## src/rtl/mem_bus_arbiter_pkg.sv

```systemverilog
// Shared types and widths for the memory bus arbiter: FSM states and the registered bus request payload.
package mem_bus_arbiter_pkg;

    localparam int unsigned ADDR_W  = 32;
    localparam int unsigned DATA_W  = 32;
    localparam int unsigned SEL_W   = 4;
    localparam int unsigned STALL_W = 6;
    localparam int unsigned TMO_W   = 8;

    localparam logic [DATA_W-1:0] ZERO_WORD = '0;
    localparam logic [SEL_W-1:0]  SEL_ALL   = '1;

    typedef enum logic [2:0] {
        ST_IDLE     = 3'd0,
        ST_DM_BUSY  = 3'd1,
        ST_IF_BUSY  = 3'd2,
        ST_DM_WAIT  = 3'd3,
        ST_IF_WAIT  = 3'd4,
        ST_IF_DRAIN = 3'd5
    } arb_state_e;

    typedef struct packed {
        logic              we;
        logic [SEL_W-1:0]  sel;
        logic [ADDR_W-1:0] adr;
        logic [DATA_W-1:0] dat;
    } bus_req_t;

endpackage

```

## src/rtl/mem_bus_arbiter_tmo_cnt.sv

```systemverilog
// Bus access timeout counter: cleared when a strobe is issued, counts unacked busy cycles.
module mem_bus_arbiter_tmo_cnt
    import mem_bus_arbiter_pkg::*;
#(
    parameter int unsigned TMO_CYCLES = 255
) (
    input  logic clk,
    input  logic rst,
    input  logic clr_i,
    input  logic en_i,
    output logic expire_c
);

    localparam logic [TMO_W-1:0] LAST_CNT = TMO_W'(TMO_CYCLES - 1);

    logic [TMO_W-1:0] cnt_q;
    logic [TMO_W-1:0] cnt_d;

    always_comb begin
        cnt_d = cnt_q;
        if (clr_i) begin
            cnt_d = '0;
        end else if (en_i) begin
            cnt_d = cnt_q + TMO_W'(1);
        end
    end

    // The cycle that would take the count to TMO_CYCLES is the one that force-completes.
    assign expire_c = en_i & (cnt_q == LAST_CNT);

    always_ff @(posedge clk) begin
        if (rst) begin
            cnt_q <= '0;
        end else begin
            cnt_q <= cnt_d;
        end
    end

endmodule

```

## src/rtl/mem_bus_arbiter.sv

```systemverilog
// Shares one external memory bus between instruction fetch and the MEM-stage data port,
// returning read data and raising stall requests until each access is delivered.
module mem_bus_arbiter
    import mem_bus_arbiter_pkg::*;
#(
    parameter int unsigned TMO_CYCLES = 255
) (
    input  logic        clk,
    input  logic        rst,
    input  logic [5:0]  stall_i,
    input  logic        flush_i,
    input  logic        if_req_i,
    input  logic [31:0] if_addr_i,
    output logic [31:0] if_rdata_o,
    output logic        if_stallreq_o,
    input  logic        dm_req_i,
    input  logic        dm_we_i,
    input  logic [3:0]  dm_sel_i,
    input  logic [31:0] dm_addr_i,
    input  logic [31:0] dm_wdata_i,
    output logic [31:0] dm_rdata_o,
    output logic        dm_stallreq_o,
    output logic        bus_cyc_o,
    output logic        bus_stb_o,
    output logic        bus_we_o,
    output logic [3:0]  bus_sel_o,
    output logic [31:0] bus_adr_o,
    output logic [31:0] bus_dat_o,
    input  logic [31:0] bus_dat_i,
    input  logic        bus_ack_i,
    output logic        tmo_o
);

    arb_state_e        state_q, state_d;
    bus_req_t          req_q, req_d;
    logic              cyc_q, cyc_d;
    logic              tmo_q, tmo_d;
    logic [DATA_W-1:0] if_buf_q, if_buf_d;
    logic [DATA_W-1:0] dm_buf_q, dm_buf_d;

    logic              busy_c;
    logic              cnt_clr_c;
    logic              expire_c;
    logic              done_c;
    logic              stalled_c;
    logic [DATA_W-1:0] rdata_c;

    assign busy_c    = (state_q == ST_DM_BUSY) | (state_q == ST_IF_BUSY) | (state_q == ST_IF_DRAIN);
    assign stalled_c = |stall_i;
    // A timed-out access completes exactly like an acked one, with zero read data.
    assign done_c    = busy_c & (bus_ack_i | expire_c);
    assign rdata_c   = bus_ack_i ? bus_dat_i : ZERO_WORD;

    mem_bus_arbiter_tmo_cnt #(
        .TMO_CYCLES (TMO_CYCLES)
    ) u_tmo_cnt (
        .clk      (clk),
        .rst      (rst),
        .clr_i    (cnt_clr_c),
        .en_i     (busy_c & ~bus_ack_i),
        .expire_c (expire_c)
    );

    // Next-state, bus request and read buffer update.
    always_comb begin
        state_d   = state_q;
        req_d     = req_q;
        cyc_d     = cyc_q;
        tmo_d     = 1'b0;
        if_buf_d  = if_buf_q;
        dm_buf_d  = dm_buf_q;
        cnt_clr_c = 1'b0;

        case (state_q)
            ST_IDLE: begin
                if (dm_req_i) begin
                    state_d   = ST_DM_BUSY;
                    req_d.we  = dm_we_i;
                    req_d.sel = dm_sel_i;
                    req_d.adr = dm_addr_i;
                    req_d.dat = dm_wdata_i;
                    cyc_d     = 1'b1;
                    cnt_clr_c = 1'b1;
                end else if (if_req_i && !flush_i) begin
                    state_d   = ST_IF_BUSY;
                    req_d.we  = 1'b0;
                    req_d.sel = SEL_ALL;
                    req_d.adr = if_addr_i;
                    req_d.dat = ZERO_WORD;
                    cyc_d     = 1'b1;
                    cnt_clr_c = 1'b1;
                end
            end

            // A started data access always runs to completion, flush or not.
            ST_DM_BUSY: begin
                if (done_c) begin
                    cyc_d    = 1'b0;
                    tmo_d    = ~bus_ack_i;
                    dm_buf_d = rdata_c;
                    state_d  = stalled_c ? ST_DM_WAIT : ST_IDLE;
                end
            end

            ST_IF_BUSY: begin
                if (done_c) begin
                    cyc_d = 1'b0;
                    tmo_d = ~bus_ack_i;
                    if (flush_i) begin
                        if_buf_d = ZERO_WORD;
                        state_d  = ST_IDLE;
                    end else begin
                        if_buf_d = rdata_c;
                        state_d  = stalled_c ? ST_IF_WAIT : ST_IDLE;
                    end
                end else if (flush_i) begin
                    if_buf_d = ZERO_WORD;
                    state_d  = ST_IF_DRAIN;
                end
            end

            // Keep the cycle open until the slave answers, then throw the data away.
            ST_IF_DRAIN: begin
                if (done_c) begin
                    cyc_d   = 1'b0;
                    tmo_d   = ~bus_ack_i;
                    state_d = ST_IDLE;
                end
            end

            ST_DM_WAIT: begin
                if (flush_i) begin
                    dm_buf_d = ZERO_WORD;
                    state_d  = ST_IDLE;
                end else if (!stalled_c) begin
                    state_d = ST_IDLE;
                end
            end

            ST_IF_WAIT: begin
                if (flush_i) begin
                    if_buf_d = ZERO_WORD;
                    state_d  = ST_IDLE;
                end else if (!stalled_c) begin
                    state_d = ST_IDLE;
                end
            end

            default: begin
                state_d = ST_IDLE;
                cyc_d   = 1'b0;
            end
        endcase
    end

    always_ff @(posedge clk) begin
        if (rst) begin
            state_q  <= ST_IDLE;
            req_q    <= '0;
            cyc_q    <= 1'b0;
            tmo_q    <= 1'b0;
            if_buf_q <= '0;
            dm_buf_q <= '0;
        end else begin
            state_q  <= state_d;
            req_q    <= req_d;
            cyc_q    <= cyc_d;
            tmo_q    <= tmo_d;
            if_buf_q <= if_buf_d;
            dm_buf_q <= dm_buf_d;
        end
    end

    assign bus_cyc_o = cyc_q;
    assign bus_stb_o = cyc_q;
    assign bus_we_o  = req_q.we;
    assign bus_sel_o = req_q.sel;
    assign bus_adr_o = req_q.adr;
    assign bus_dat_o = req_q.dat;
    assign tmo_o     = tmo_q;

    // Completing cycle bypasses the bus data so the requester is released without an extra stall.
    assign if_rdata_o = ((state_q == ST_IF_BUSY) && done_c) ? rdata_c : if_buf_q;
    assign dm_rdata_o = ((state_q == ST_DM_BUSY) && done_c) ? rdata_c : dm_buf_q;

    assign if_stallreq_o = ~rst & if_req_i & ~flush_i
                         & ~((state_q == ST_IF_BUSY) & done_c)
                         & (state_q != ST_IF_WAIT) & (state_q != ST_IF_DRAIN);
    assign dm_stallreq_o = ~rst & dm_req_i
                         & ~((state_q == ST_DM_BUSY) & done_c)
                         & (state_q != ST_DM_WAIT);

endmodule

```

## config.mk

```make
export PLATFORM = sky130hd
export DESIGN_NAME = mem_bus_arbiter
export DESIGN_NICKNAME = d
export VERILOG_FILES = /design/src/rtl/mem_bus_arbiter_pkg.sv /design/src/rtl/mem_bus_arbiter_tmo_cnt.sv /design/src/rtl/mem_bus_arbiter.sv
export SDC_FILE = /design/constraint.sdc
export NUM_CORES = 1
export LEC_CHECK = 0
export CAP_MARGIN = 20
export CORE_MARGIN = 2
export CORE_UTILIZATION = 45
export CTS_BUF_LIST = sky130_fd_sc_hd__clkbuf_4 sky130_fd_sc_hd__clkbuf_8
export DETAILED_ROUTE_END_ITERATION = 10
export GPL_TIMING_DRIVEN = 0
export MAX_ROUTING_LAYER = met4
export PLACE_DENSITY = 0.9
export SYNTH_ARGS = -nofsm -noshare
export SYNTH_HDL_FRONTEND = slang
export SYNTH_SLANG_ARGS = --single-unit
```

## constraint.sdc

```tcl
create_clock -name clk -period 4.4 [get_ports clk]
set_clock_uncertainty 0.1 [all_clocks]
set_input_delay 0.88 -clock clk [delete_from_list [all_inputs] [get_ports clk]]
set_output_delay 0.88 -clock clk [all_outputs]
set_load 0.02 [all_outputs]
```

Yosys cells after proc, flatten, opt, wreduce, memory -nomap -nowiden. Cells that the tools add are included.

Add/subtract/negate cells: 1. Equal/unequal tests: 16. Mux-type cells: 31. Bitwise gates (word level): 24. Reduce and logical (&&, ||, !) cells: 17.

Operators with widths (number): $mux 32 (8); $mux 69 (2); $pmux 32 s2 (2); $mux 3 (10); $ne 3x3->1 const B (5); $pmux 3 s5 (1); $and 1x1->1 (13); $add 8x1->8 const B (1); $eq 8x8->1 const B (1); $not 1->1 (8); $eq 3x2->1 const B (2); $eq 3x3->1 const B (2); $mux 1 (6); $ne 2x2->1 const B (3); $reduce_and 3->1 (2); $reduce_bool 2->1 (3); $reduce_or 3->1 (2); $reduce_or 6->1 (1); $reduce_and 5->1 (1); $reduce_or 2->1 (2); $eq 3x1->1 const B (1); $logic_and 1x1->1 (3); $logic_not 3->1 (1); $ne 3x2->1 const B (1); other kinds (6) (8).

Flip-flop bits (word level): 146. Output and inout bits: 138. Logic and storage cells: 99.

Logic depth before layout (Yosys ltp).
Depth after elaboration: 12. Depth in mapped cells: 8. Gate-level depth less buffers: 6.

Modules after synthesis. A second synthesis with hierarchy kept.

Cell total of the unflattened synthesis: 743. Area, all modules: 6580.1 um^2.

Modules (own cells, without submodules): mem_bus_arbiter (instances 1, cells each 701, area each 6202.2 um^2, seq. area each 2762.6 um^2); mem_bus_arbiter_tmo_cnt (instances 1, cells each 42, area each 377.9 um^2, seq. area each 160.2 um^2).

Worst setup path after synthesis. No wires, ideal clock.

Path type: input to output. Start: input bus_ack_i. End: output dm_rdata_o[13]. Arrival: 2418 ps. Setup slack: 1002 ps. Cell stages on the path: 6. Path buffers: 3. Path through: clkbuf_1 -> a41oi_2 -> or3_1 -> buf_2 -> buf_6 -> o21ai_0.

Word-level cells in the longest chain between the ends: 7. Elaborated cells on any way between the ends: 8. Classes of those cells: mux: 2; bitwise: 5; reduce/logical: 1.

RTL lines: start, declared (line mem_bus_arbiter.sv:30) `input logic bus_ack_i,`; $not 1->1 (line mem_bus_arbiter.sv:60) `.en_i (busy_c & ~bus_ack_i),`; $and 1x1->1 (line mem_bus_arbiter.sv:60); $and 1x1->1 (line mem_bus_arbiter_tmo_cnt.sv:29) `assign expire_c = en_i & (cnt_q == LAST_CNT);`; $or 1x1->1 (line mem_bus_arbiter.sv:51) `assign done_c = busy_c & (bus_ack_i | expire_c);`; $and 1x1->1 (line mem_bus_arbiter.sv:51); $logic_and 1x1->1 (line mem_bus_arbiter.sv:184) `assign dm_rdata_o = ((state_q == ST_DM_BUSY) && done_c) ? rdata_c : dm_buf_q;`; $mux 32 (*) (line mem_bus_arbiter.sv:184); end, declared (line mem_bus_arbiter.sv:21) `output logic [31:0] dm_rdata_o,`.

Every way passes the cells marked *; elsewhere a longest branch is shown, timed or not.

Worst setup path in the final report.
Start: input dm_req_i. End: output dm_stallreq_o.

Word-level cells in the longest chain between the ends: 3.

RTL lines: start, declared (line mem_bus_arbiter.sv:16) `input logic dm_req_i,`; $and 1x1->1 (line mem_bus_arbiter.sv:189) `assign dm_stallreq_o = ~rst & dm_req_i`; $and 1x1->1 (line mem_bus_arbiter.sv:190) `& ~((state_q == ST_DM_BUSY) & done_c)`; $and 1x1->1 (line mem_bus_arbiter.sv:191) `& (state_q != ST_DM_WAIT);`; end, declared (line mem_bus_arbiter.sv:22) `output logic dm_stallreq_o,`.

Every way passes these cells.

==> results.yml <==
run_status:
  status: "finished, final reports clean"
place:
  post-place-cells: 1071
  routabilityCongestion: 0.868
  detailedPlace.worstSlack_ns: 0.314
  numPortBuffers: 281
  dp_hpwl_um: 14600
worst_setup_path:
  reg2regPathDepth: 7
  critical_path.startpoint_type: "input port"
  regToRegSetupSlack_ns: 2.01
  worst-path-max-fanout: 10
  worst_r2r_startpoint: "u_tmo_cnt.cnt_q[0]$_SDFFE_PP0P_"
  worst-endpoint-required_ns: 3.42
  regToRegEndpoint: "dm_buf_q[12]$_SDFFE_PP0P_"
  critical_path_start_end_classification: "input port to output port"
  end_kind: "output port"
  cp.arrival_ns: 3.13
yosys:
  proportion_of_netlist_area_held_by_the_largest_area_contributor_pct: 49.6
  syn_area_um2: 5900
  yosys-top-cells-area: "dfxtp_1, a22o_1, mux2i_1"
  yosys_register_bits: 146
  number_of_synthesized_flops_with_an_enable_pin: 0
  yosys_warnings: 0
  synthMostInstantiatedCell: "dfxtp_1"
  synth.top_cells.by_count: "dfxtp_1, a22o_1, nand2_1, nor2_1, a211oi_1"
  avg_cell_area_syn_um2: 9.54
  ys_types: 43
  synth.yosys.seq_area_share_pct: 49.6
  ys_async_sr_fraction_pct: 0
  netlist.top_cell.by_area: "dfxtp_1"
  syn-num-nets: 765
  ys.flop_type: "dfxtp_1"
  netlist_instances: 618
global_route:
  grt_max_degree: 17
  first_global_vias: 5894
  global_route_wire_length_before_repair_um: 30700
  grt_antenna_before_repair: 0
  grt_util_all_layers_pct: 28.7
  globalRoute.totalOverflow: 0
detailed_routing:
  route.detailed.wl_per_inst_um: 18.0
  drt-total-wl_um: 19800
  via_count: 5961
  vias_per_cell: 5.40
  drtPass1Iterations: 5
  detail-route-antenna-nets: 0
  post-route-drc-count: 0
  drt_iter0_drc: 382
floorplanning:
  placement_rows: 41
  fp.dieH_um: 118
  fp.coreArea_um2: 12700
  initial_core_util_pct: 46.3
  top_level_ports: 283
  area_of_the_die_um2: 14000
  die_w_um: 118
clock_tree:
  cts_hold_buf: 0
  cts_sinks: 146
  path_clk_slew_ns: 0.08
  ctsHtreeMaxLevel: 4
  tritoncts_clock_tree: "built"
  cts_repair_resize_count: 0
  max-clock-path-buffers: 2
  postCtsSetupBuffers: 0
  ctsRootBufferMaster: "clkbuf_8"
  clk-insertion-delay-late_ns: 0.45
  tritoncts.num_buffers: 17
cells_and_area:
  layout.filler_cells: 959
  antenna_cells_inserted: 0
  layout.cells.non_filler: 1103
  syn_to_final_growth_pct: 57.9
  share_of_cells_above_drive_strength_1_pct: 6.55
  design.final.nets: 1065
  fin_util_pct: 73.2
sta:
  slew_headroom_pct: 34.5
  drv_slew: 0
  worst_slew_pin_slew_ns: 0.969
  final.min_clock_period_ns: 4.11
  grt_setup_unrepaired: "no"
  setup_tns_ns: 0
  clock.fmax_mhz: 244
  layout_setup_ws_ns: 0.294
  finalSetupViolations: 0
  final_hold_violating_endpoints: 0
  final_min_period_over_clock_period_pct: 93.3
hold_path:
  min-delay-path-class: "flop to flop"
  timing.hold.worst_endpoint: "bus_dat_o[30]$_SDFFE_PP0P_"
  min_from: "bus_dat_o[30]$_SDFFE_PP0P_"
  whs_path_depth: 1
pwr:
  power.switching_fraction_pct: 32.6
  total_leakage_power_uw: 0.00355
  internal-power_uw: 2510
  comb_power_share_pct: 31.8
  pwr-share-clk_pct: 27.0
  power.switching_uw: 1210
  power.share.sequential_pct: 41.2
  power.density_nw_per_um2: 400
  totalPowerFinal_uw: 3730
  worst_ir_drop_vdd_v: 0.000233
run:
  maxCapViolCount: 0
==> sequential cells by signal, summed over array words and instances, names as in the netlist <==
register / cells
bus_sel_o: 4
u_tmo_cnt.cnt_q: 8
bus_we_o: 1
state_q: 3
bus_cyc_o: 1
bus_dat_o: 32
bus_adr_o: 32
tmo_o: 1
if_buf_q: 32
dm_buf_q: 32
==> worst max-delay path: stages <==
cell and delay (ns):
clkdlybuf4s50_1 0.47, buf_2 0.22, buf_1 0.63, nor3b_1 0.26, clkdlybuf4s50_1 0.65
==> power by group through the flow <==
stage	clock [µW]	combinational, µW	sequential [µW]
2_1_floorplan	0	480	1680
4_1_cts	1030	1180	1540
3_5_place_dp	0	1170	1560
5_1_grt	1090	1260	1550
6_report	1010	1180	1540
3_3_place_gp	0	1160	1560
==> placed cells by master, fill, tap and decap left out, types with 3 or more instances in the layout <==
| cell | netlist | final |
|---|---|---|
| nor2b_1 | 33 | 33 |
| o21ai_0 | 34 | 34 |
| a211oi_1 | 35 | 35 |
| buf_2 | 17 | 17 |
| mux2i_1 | 32 | 32 |
| dfxtp_1 | 146 | 146 |
| nand2_1 | 70 | 70 |
| o21ai_1 | 3 | 3 |
| or3_1 | 3 | 3 |
| xor2_1 | 4 | 4 |
| o22ai_1 | 5 | 5 |
| nand3_1 | 3 | 3 |
| clkinvlp_4 | 0 | 5 |
| a21oi_1 | 8 | 8 |
| buf_6 | 3 | 3 |
| nand2b_1 | 7 | 7 |
| buf_1 | 4 | 4 |
| clkinv_2 | 0 | 3 |
| clkdlybuf4s50_1 | 0 | 281 |
| nor2_1 | 52 | 52 |
| clkinv_4 | 0 | 3 |
| clkbuf_8 | 0 | 20 |
| clkbuf_1 | 30 | 30 |
| a22o_1 | 97 | 97 |
| nand4_1 | 3 | 3 |
| inv_1 | 3 | 3 |
==> cells by family (layout without fill, tap and decap cells) <==
| kind of cell | count (synthesis) | count (layout) | share of synthesized area [%] |
|---|---|---|---|
| adder cells (fa/ha/maj) | 2 | 2 | 0.424 |
| flip-flops | 146 | 146 | 49.6 |
| AO/OA/AOI/OAI | 190 | 190 | 24.6 |
| AND/OR/NAND/NOR | 184 | 184 | 14.6 |
| XOR/XNOR | 5 | 5 | 0.743 |
| buffers and inverters | 59 | 372 | 4.63 |
| multiplexers | 32 | 32 | 5.43 |
==> metrics by stage <==
step                hold WS [ns]  cell area [µm²]
finish                     0.383             9310
global route               0.397             9310
CTS                        0.386             9310
detailed placement         0.364             8920
global placement           0.360             8920
floorplan                  0.349             5900
==> worst max-delay path by stage <==
stage	start	endpoint	slack (ns)
finish	dm_req_i	dm_stallreq_o	0.29
global route	dm_req_i	dm_stallreq_o	0.18
CTS	dm_req_i	dm_stallreq_o	0.29
detailed placement	bus_ack_i	dm_rdata_o[23]	0.31
global placement	dm_req_i	dm_stallreq_o	0.31
floorplan	bus_ack_i	dm_rdata_o[13]	1.00
==> layout make-up <==
type | instances | area, µm² | share of cell area [%]
multi-input cells | 413 | 2700 | 29.0
plain buffers | 56 | 262 | 2.81
flip-flops and latches | 146 | 2920 | 31.4
well taps | 172 | 215 | 2.31
repair buffers | 281 | 2810 | 30.2
clock inverters | 12 | 109 | 1.17
inverters | 3 | 11.3 | 0.121
clock buffers | 20 | 275 | 2.96
==> layer usage <==
| metal | GRT usage (%) | share of wire (%) | up-vias |
|---|---|---|---|
| met1 | 32.2 | 40 | 2779 |
| met4 | 16.5 | 4.6 | 0 |
| li1 | - | - | 2829 |
| met3 | 8.20 | 7.8 | 59 |
| met5 | - | 0 | - |
| met2 | 45.9 | 47 | 294 |
(Power assumes the default switching activity.)
